===== src/rtl/ghash_pkg.sv =====
// Shared constants, FSM encoding and sizing helpers for the GHASH engine.
package ghash_pkg;

    localparam int GHASH_W = 128;
    // Reduction constant in GCM bit order: bit 0 is the x^0 coefficient.
    localparam logic [0:GHASH_W-1] GHASH_R = 128'hE1000000_00000000_00000000_00000000;

    typedef enum logic {
        IDLE = 1'b0,
        MUL  = 1'b1
    } state_t;

    function automatic int mul_cycles(input int digit);
        return GHASH_W / digit;
    endfunction

    function automatic int cnt_width(input int digit);
        return (GHASH_W / digit > 1) ? $clog2(GHASH_W / digit) : 1;
    endfunction

endpackage


===== src/rtl/ghash_if.sv =====
// Block/handshake bundle between a GHASH sender (master) and the engine (slave).
interface ghash_if;

    logic [0:ghash_pkg::GHASH_W-1] hashkey;
    logic                          hashkey_load;
    logic                          start;
    logic [0:ghash_pkg::GHASH_W-1] data;
    logic                          valid;
    logic                          last;
    logic                          ready;
    logic [0:ghash_pkg::GHASH_W-1] tag;
    logic                          tag_valid;
    logic                          busy;

    modport master (
        output hashkey, hashkey_load, start, data, valid, last,
        input  ready, tag, tag_valid, busy
    );

    modport slave (
        input  hashkey, hashkey_load, start, data, valid, last,
        output ready, tag, tag_valid, busy
    );

endinterface


===== src/rtl/gfmul_digit.sv =====
// Combinational DIGIT-step slice of the GF(2^128) shift-and-add multiplier.
module gfmul_digit
    import ghash_pkg::*;
#(
    parameter int DIGIT = 8
) (
    input  logic [0:GHASH_W-1] acc,
    input  logic [0:GHASH_W-1] v,
    input  logic [0:DIGIT-1]   zbits,
    output logic [0:GHASH_W-1] acc_nxt,
    output logic [0:GHASH_W-1] v_nxt
);

    logic [0:GHASH_W-1] a;
    logic [0:GHASH_W-1] w;

    // zbits[0] is the earliest (most significant) multiplier bit of this slice.
    always_comb begin
        a = acc;
        w = v;
        for (int k = 0; k < DIGIT; k++) begin
            if (zbits[k]) a = a ^ w;
            w = (w >> 1) ^ (w[GHASH_W-1] ? GHASH_R : '0);
        end
        acc_nxt = a;
        v_nxt   = w;
    end

endmodule


===== src/rtl/ghash_core.sv =====
// Sequential GHASH accumulator Y = (Y ^ X) * H for AES-GCM.
// Build option GHASH_COMB_MUL_EN: full 128-bit multiply in a single MUL cycle.
module ghash_core
    import ghash_pkg::*;
#(
    parameter int DIGIT = 8
) (
    input logic     clk,
    input logic     rst_n,
    ghash_if.slave  bus
);

`ifdef GHASH_COMB_MUL_EN
    localparam int MUL_DIGIT = GHASH_W;
`else
    localparam int MUL_DIGIT = DIGIT;
`endif
    localparam int NCYC  = mul_cycles(MUL_DIGIT);
    localparam int CNT_W = cnt_width(MUL_DIGIT);

    state_t             state;
    state_t             state_nxt;
    logic [CNT_W-1:0]   cnt;
    logic [0:GHASH_W-1] y;
    logic [0:GHASH_W-1] h;
    logic [0:GHASH_W-1] z;
    logic [0:GHASH_W-1] v;
    logic [0:GHASH_W-1] acc;
    logic [0:GHASH_W-1] acc_nxt;
    logic [0:GHASH_W-1] v_nxt;
    logic [0:GHASH_W-1] tag;
    logic               tag_valid;
    logic               last_q;
    logic               ready;
    logic               busy;
    logic               accept;
    logic               mul_done;

    gfmul_digit #(
        .DIGIT (MUL_DIGIT)
    ) u_gfmul_digit (
        .acc     (acc),
        .v       (v),
        .zbits   (z[0:MUL_DIGIT-1]),
        .acc_nxt (acc_nxt),
        .v_nxt   (v_nxt)
    );

    always_ff @(posedge clk or negedge rst_n) begin
        if (!rst_n) state <= IDLE;
        else        state <= state_nxt;
    end

    always_comb begin
        state_nxt = state;
        case (state)
            IDLE:    if (accept)   state_nxt = MUL;
            MUL:     if (mul_done) state_nxt = IDLE;
            default: state_nxt = IDLE;
        endcase
    end

    // ready is gated by rst_n so the engine refuses blocks while reset is held.
    always_comb begin
        ready    = 1'b0;
        busy     = 1'b0;
        mul_done = 1'b0;
        case (state)
            IDLE:    ready = rst_n;
            MUL: begin
                busy     = 1'b1;
                mul_done = (cnt == CNT_W'(NCYC - 1));
            end
            default: ready = 1'b0;
        endcase
        accept = bus.valid & ready;
    end

    always_ff @(posedge clk or negedge rst_n) begin
        if (!rst_n) begin
            cnt       <= '0;
            y         <= '0;
            h         <= '0;
            z         <= '0;
            v         <= '0;
            acc       <= '0;
            tag       <= '0;
            tag_valid <= 1'b0;
            last_q    <= 1'b0;
        end else begin
            tag_valid <= 1'b0;
            if (state == IDLE) begin
                if (bus.hashkey_load) h <= bus.hashkey;
                if (bus.start)        y <= '0;
                // Same-cycle start/key load take effect before the block is absorbed.
                if (accept) begin
                    z      <= (bus.start ? '0 : y) ^ bus.data;
                    v      <= bus.hashkey_load ? bus.hashkey : h;
                    acc    <= '0;
                    last_q <= bus.last;
                    cnt    <= '0;
                end
            end else begin
                acc <= acc_nxt;
                v   <= v_nxt;
                z   <= z << MUL_DIGIT;
                if (mul_done) begin
                    cnt <= '0;
                    y   <= acc_nxt;
                    if (last_q) begin
                        tag       <= acc_nxt;
                        tag_valid <= 1'b1;
                    end
                end else begin
                    cnt <= cnt + CNT_W'(1);
                end
            end
        end
    end

    assign bus.ready     = ready;
    assign bus.busy      = busy;
    assign bus.tag       = tag;
    assign bus.tag_valid = tag_valid;

endmodule

===== src/flat_wrapper.sv =====
// flat-port wrapper written by rule: the top's interface ports become plain ports
module ghash_core_flat import ghash_pkg::*;
#(
    parameter int DIGIT = 8
)
  (clk, rst_n, bus_hashkey, bus_hashkey_load, bus_start, bus_data, bus_valid, bus_last, bus_ready, bus_tag, bus_tag_valid, bus_busy);
  ghash_if bus_i ();
  input logic clk;
  input logic rst_n;
  input wire logic [$bits(bus_i.hashkey)-1:0] bus_hashkey;
  input wire logic [$bits(bus_i.hashkey_load)-1:0] bus_hashkey_load;
  input wire logic [$bits(bus_i.start)-1:0] bus_start;
  input wire logic [$bits(bus_i.data)-1:0] bus_data;
  input wire logic [$bits(bus_i.valid)-1:0] bus_valid;
  input wire logic [$bits(bus_i.last)-1:0] bus_last;
  output wire logic [$bits(bus_i.ready)-1:0] bus_ready;
  output wire logic [$bits(bus_i.tag)-1:0] bus_tag;
  output wire logic [$bits(bus_i.tag_valid)-1:0] bus_tag_valid;
  output wire logic [$bits(bus_i.busy)-1:0] bus_busy;
  assign bus_i.hashkey = bus_hashkey;
  assign bus_i.hashkey_load = bus_hashkey_load;
  assign bus_i.start = bus_start;
  assign bus_i.data = bus_data;
  assign bus_i.valid = bus_valid;
  assign bus_i.last = bus_last;
  assign bus_ready = bus_i.ready;
  assign bus_tag = bus_i.tag;
  assign bus_tag_valid = bus_i.tag_valid;
  assign bus_busy = bus_i.busy;
  ghash_core #(.DIGIT(DIGIT)) u_core (.clk(clk), .rst_n(rst_n), .bus(bus_i));
endmodule

===== config.mk =====
export PLATFORM = sky130hd
export DESIGN_NAME = ghash_core_flat
export DESIGN_NICKNAME = d
export VERILOG_FILES = /design/src/rtl/ghash_pkg.sv /design/src/rtl/ghash_if.sv /design/src/rtl/gfmul_digit.sv /design/src/rtl/ghash_core.sv /design/src/flat_wrapper.sv
export SDC_FILE = /design/constraint.sdc
export NUM_CORES = 2
export LEC_CHECK = 0
export BUFFER_PORTS_ARGS = -buffer_cell sky130_fd_sc_hd__buf_2
export CAP_MARGIN = 20
export CORE_MARGIN = 2
export CORE_UTILIZATION = 50
export CTS_CLUSTER_SIZE = 40
export DETAILED_ROUTE_END_ITERATION = 10
export GPL_TIMING_DRIVEN = 0
export PLACE_DENSITY = 0.79
export SLEW_MARGIN = 5
export SYNTH_ARGS = -nofsm -noshare
export SYNTH_HDL_FRONTEND = slang
export SYNTH_SLANG_ARGS = --single-unit

===== constraint.sdc =====
create_clock -name clk -period 2.8 [get_ports clk]
set_input_delay 0.42 -clock clk [delete_from_list [all_inputs] [get_ports clk]]
set_output_delay 0.42 -clock clk [all_outputs]
set_load 0.03 [all_outputs]

==> impl_results.html <==
<table>
<tr><th>Metric</th><th>Value</th></tr>
<tr><th colspan="2">Run status</th></tr>
<tr><td>Run status</td><td>finished, violations left</td></tr>
<tr><td>Violated checks</td><td>negative hold slack</td></tr>
<tr><th colspan="2">Pwr</th></tr>
<tr><td>Combinational group share of total power</td><td>63.5%</td></tr>
<tr><td>Switch share</td><td>roughly 47%</td></tr>
<tr><td>PwrDens</td><td>1550 nW/um2</td></tr>
<tr><td>P_int</td><td>between 40 and 50 mW</td></tr>
<tr><td>Reported leakage power</td><td>about 24 nW</td></tr>
<tr><td>Max rail drop VDD</td><td>0.000659 V</td></tr>
<tr><td>Sequential share of power</td><td>a little under a quarter</td></tr>
<tr><td>Proportion of power drawn by the clock network</td><td>a little over an eighth</td></tr>
<tr><td>Net switching power</td><td>around 40 mW</td></tr>
<tr><th colspan="2">Global route</th></tr>
<tr><td>Number of antenna violations at the first check in global routing</td><td>5</td></tr>
<tr><td>Total overflow reported by the global router</td><td>0</td></tr>
<tr><td>Via count of the first global-routing pass</td><td>a little over 40000</td></tr>
<tr><td>Global routing usage summed across all routing layers</td><td>about a third</td></tr>
<tr><td>Wire length of the first global-routing pass</td><td>between 200000 and 250000 um</td></tr>
<tr><td>Pin count of the biggest net entering global routing</td><td>122</td></tr>
<tr><th colspan="2">Critical path</th></tr>
<tr><td>Crit path launch</td><td>u_core.z[5]</td></tr>
<tr><td>Critical path start-end classification</td><td>flop to flop</td></tr>
<tr><td>Reg2reg setup slack</td><td>30 ps</td></tr>
<tr><td>Worst reg-to-reg path cell count</td><td>8</td></tr>
<tr><td>RR Endpoint</td><td>u_core.acc[2]</td></tr>
<tr><td>Startpoint types</td><td>flop</td></tr>
<tr><td>Source of the worst register-to-register timing path</td><td>u_core.z[5]</td></tr>
<tr><td>Worst Setup End Kind</td><td>flop</td></tr>
<tr><td>Required time reported for the critical path endpoint</td><td>3330 ps</td></tr>
<tr><td>Critical Path Fanout Max</td><td>10</td></tr>
<tr><td>WP data arrival</td><td>about 3300 ps</td></tr>
<tr><th colspan="2">Drt</th></tr>
<tr><td>Drt total wl</td><td>around 160000 um</td></tr>
<tr><td>Initial DRT Pass Iterations</td><td>8</td></tr>
<tr><td>Ratio of routed vias to standard cells</td><td>roughly 5.7</td></tr>
<tr><td>Wire length per cell after detailed routing</td><td>around 23 um</td></tr>
<tr><td>Vias after detailed routing</td><td>41000</td></tr>
<tr><td>DR DRC count</td><td>0</td></tr>
<tr><td>Initial DRC count</td><td>around 4500</td></tr>
<tr><td>Number of antenna-violating nets in the routed design</td><td>0</td></tr>
<tr><th colspan="2">Synthesis</th></tr>
<tr><td>Distinct cell type count of the synthesized netlist</td><td>45</td></tr>
<tr><td>Synth Flop Type</td><td>dfrtp_1</td></tr>
<tr><td>Number of synthesized flops with an enable pin</td><td>0</td></tr>
<tr><td>Post-synthesis area per instance</td><td>between 9 and 10 um2</td></tr>
<tr><td>Post-synthesis instance total</td><td>~5300</td></tr>
<tr><td>Library cell occupying the most area in the post-synthesis netlist</td><td>dfrtp_1</td></tr>
<tr><td>Top-count cell post-synth</td><td>nand2_1</td></tr>
<tr><td>Synth Warn #</td><td>0</td></tr>
<tr><td>Area fraction of the dominant cell type after synthesis</td><td>between 30% and 40%</td></tr>
<tr><td>Register area share after synthesis</td><td>roughly two fifths</td></tr>
<tr><td>Net count after synthesis</td><td>5551</td></tr>
<tr><td>Cell area after technology mapping</td><td>between 40000 and 50000 um2</td></tr>
<tr><td>Post-synthesis sequential element count</td><td>roughly 780</td></tr>
<tr><td>Synth top area cells</td><td>dfrtp_1 40%, xnor2_1 14%, nand2_1 12%, mux2_2 8.5%, xnor3_1 5.8%</td></tr>
<tr><td>FFs w/ async S/R, synth</td><td>100%</td></tr>
<tr><td>Cell types with the highest counts after synthesis</td><td>1518 x nand2_1, 775 x dfrtp_1, 754 x xnor2_1</td></tr>
<tr><th colspan="2">Die</th></tr>
<tr><td>I/O pin count</td><td>393</td></tr>
<tr><td>Starting density of the core</td><td>approximately 51%</td></tr>
<tr><td>Die height</td><td>317 um</td></tr>
<tr><td>Std-Cell Core Area</td><td>96700 um2</td></tr>
<tr><td>DIE WIDTH</td><td>~320 um</td></tr>
<tr><td>Row Count</td><td>between 100 and 150</td></tr>
<tr><td>Die Outline Area</td><td>100000 um2</td></tr>
<tr><th colspan="2">Timing</th></tr>
<tr><td>Fmax achieved</td><td>between 300 and 400 MHz</td></tr>
<tr><td>Final-report max-slew violation count</td><td>0</td></tr>
<tr><td>Shortest period the worst path allows</td><td>2770 ps</td></tr>
<tr><td>Final setup fails</td><td>0</td></tr>
<tr><td>Post-route clock period utilization</td><td>a little over nine tenths</td></tr>
<tr><td>Worst Tran Pin Value</td><td>around 1200 ps</td></tr>
<tr><td>Worst relative slew slack</td><td>19.4%</td></tr>
<tr><td>Final hold violations</td><td>17</td></tr>
<tr><td>Setup slack of the critical path after layout</td><td>~30 ps</td></tr>
<tr><td>Final hold slack</td><td>-25.0 ps</td></tr>
<tr><td>Worst-case clock skew</td><td>21.5 ps</td></tr>
<tr><th colspan="2">Finish</th></tr>
<tr><td>Count of nets after finishing</td><td>between 6000 and 7000</td></tr>
<tr><td>Share of layout cells above drive strength 1</td><td>between 15 and 20%</td></tr>
<tr><td>Number of fill cells in the layout</td><td>8092</td></tr>
<tr><td>Growth of design area from synthesis to finish</td><td>15.1%</td></tr>
<tr><td>Finished layout cell area</td><td>~56000 um2</td></tr>
<tr><th colspan="2">Place</th></tr>
<tr><td>RD Place Congestion</td><td>approximately 0.98</td></tr>
<tr><td>Placement Setup Slack</td><td>-2100 ps</td></tr>
<tr><td>Cell area after placement</td><td>between 50000 and 60000 um2</td></tr>
<tr><td>Total half-perimeter wirelength after legalization and detailed placement</td><td>around 110000 um</td></tr>
<tr><td>Number of buffers inserted by port buffering</td><td>a little under 400</td></tr>
<tr><th colspan="2">Worst hold path</th></tr>
<tr><td>Worst min-delay path category</td><td>input port to asynchronous set/reset pin</td></tr>
<tr><th colspan="2">Clocking</th></tr>
<tr><td>Post-CTS clock slew at the launch and capture registers of the worst setup and hold paths</td><td>70 ps</td></tr>
<tr><td>Maximum number of buffers from clock root to sink</td><td>3</td></tr>
<tr><td>Clk Tree Root Cell</td><td>clkbuf_16</td></tr>
<tr><td>Clock sink count</td><td>around 780</td></tr>
<tr><td>Clock network latency to the later pin of the worst-skew pair</td><td>just under 700 ps</td></tr>
<tr><td>Number of H-tree branching levels</td><td>3</td></tr>
<tr><td>Num CTS Buffers</td><td>between 80 and 90</td></tr>
<tr><td>Clock tree from TritonCTS</td><td>done</td></tr>
<tr><th colspan="2">Flow run</th></tr>
<tr><td># Max-Cap Violations</td><td>0</td></tr>
</table>
cell usage in the layout (no fill, tap or decap), types with 5 or more instances in the layout:
master         count
dfrtp_1          775
xor2_1           160
o21ai_1           13
buf_12             5
dlygate4sd3_1     14
xnor3_1          125
o21ai_0          367
a211oi_1           9
buf_2            429
clkinv_2           8
mux2i_1          137
clkbuf_2          50
nand2_1         1517
nor3_1             5
nand3_1            5
a22o_1           124
nor2b_1          130
bufbuf_16          5
clkbuf_16         88
buf_8              7
mux2_2           370
a21o_1             6
a21oi_1          136
buf_1            138
clkbuf_4           5
buf_16            11
clkbuf_8          12
xnor2_1          753
buf_4             13
clkbuf_1         232
inv_1              5
bufinv_16          9
nor2_1           146
power groups by stage:
stage	Sequential, mW	Combinational (mW)	Clock [mW]
global route	20.5	58.5	12.3
CTS	19.9	54.2	11.8
floorplan	21.0	36.1	0
global placement	19.8	52.1	0
detailed placement	20.0	53.7	0
finish	20.0	55.2	11.8
cell families after synthesis:
group	after synthesis	share of synthesized area, %
mux	508	11.4
buf+inv	477	3.82
xor+xnor	1047	22.5
flops	775	39.7
fa+ha+maj	1	0.0256
simple gates	1814	14.7
compound gates	666	7.93
sequential cells by signal, summed over array words and instances, names as in the netlist:
signal                count
u_core.y                128
u_core.acc              128
u_core.h                128
u_core.bus.tag          128
u_core.state              1
u_core.last_q             1
u_core.v                128
u_core.z                128
u_core.cnt                4
u_core.bus.tag_valid      1
layer usage:
layer | track usage, % | vias to the layer above | share of wire, %
li1 | - | 18100 | -
met1 | 42.4 | 20100 | 39
met2 | 49.1 | 2274 | 45
met3 | 5.79 | 502 | 9.7
met4 | 18.7 | 0 | 6.5
met5 | 0 | - | 0
worst max-delay path by stage:
| stage | endpoint | slack (ps) |
|---|---|---|
| after CTS | u_core.bus.tag[43] | 3 |
| after global placement | u_core.z[16] | -15630 |
| final | u_core.acc[2] | 30 |
| after detailed placement | u_core.v[120] | -2100 |
| after floorplan | bus_ready | 610 |
| after global routing | u_core.acc[2] | -90 |
critical path, stage by stage, from the launching register on:
cell and delay [ps]:
dfrtp_1 320, buf_2 350, buf_4 400, buf_2 360, and3b_1 220, nor4_1 330
xor2_1 180, xnor2_2 320, mux2i_1 120
final cells by class:
type / instances / area, um2 / area share [%]
Timing Repair Buffer: 433 / 2780 / 4.94
Clock inverter: 33 / 465 / 0.827
Antenna cell: 4 / 10.0 / 0.0178
Inverter: 6 / 25.0 / 0.0445
Sequential cell: 775 / 19400 / 34.5
Clock buffer: 113 / 2380 / 4.24
Multi-Input combinational cell: 4036 / 27600 / 49.1
Tap cell: 1276 / 1600 / 2.84
Buffer: 466 / 1970 / 3.51
metrics by stage:
stage               TNS (ps)  util, %  cells  hold slack [ps]  power [mW]
finish                     0     58.2   7142            -25.0        87.0
global placement           -     54.2   6954              460        71.9
CTS                        0     58.1   7138             1.95        85.9
detailed placement   -806210     54.5   6967              443        73.7
floorplan                  0        -   5288              124        57.2
global route            -160     58.2   7139             29.7        91.3
repair_timing:
| action | 4_1_cts | 5_1_grt |
|---|---|---|
| endpoints found under the setup margin | 691 | 251 |
| pin swaps | 1 | 0 |
| hold endpoints to repair | 183 | 0 |
| hold buffers | 21 | 0 |
| gates resized for setup | 57 | 48 |
| cloned | 5 | 0 |
| setup buffers | 2 | 0 |
(Power assumes the default switching activity.)
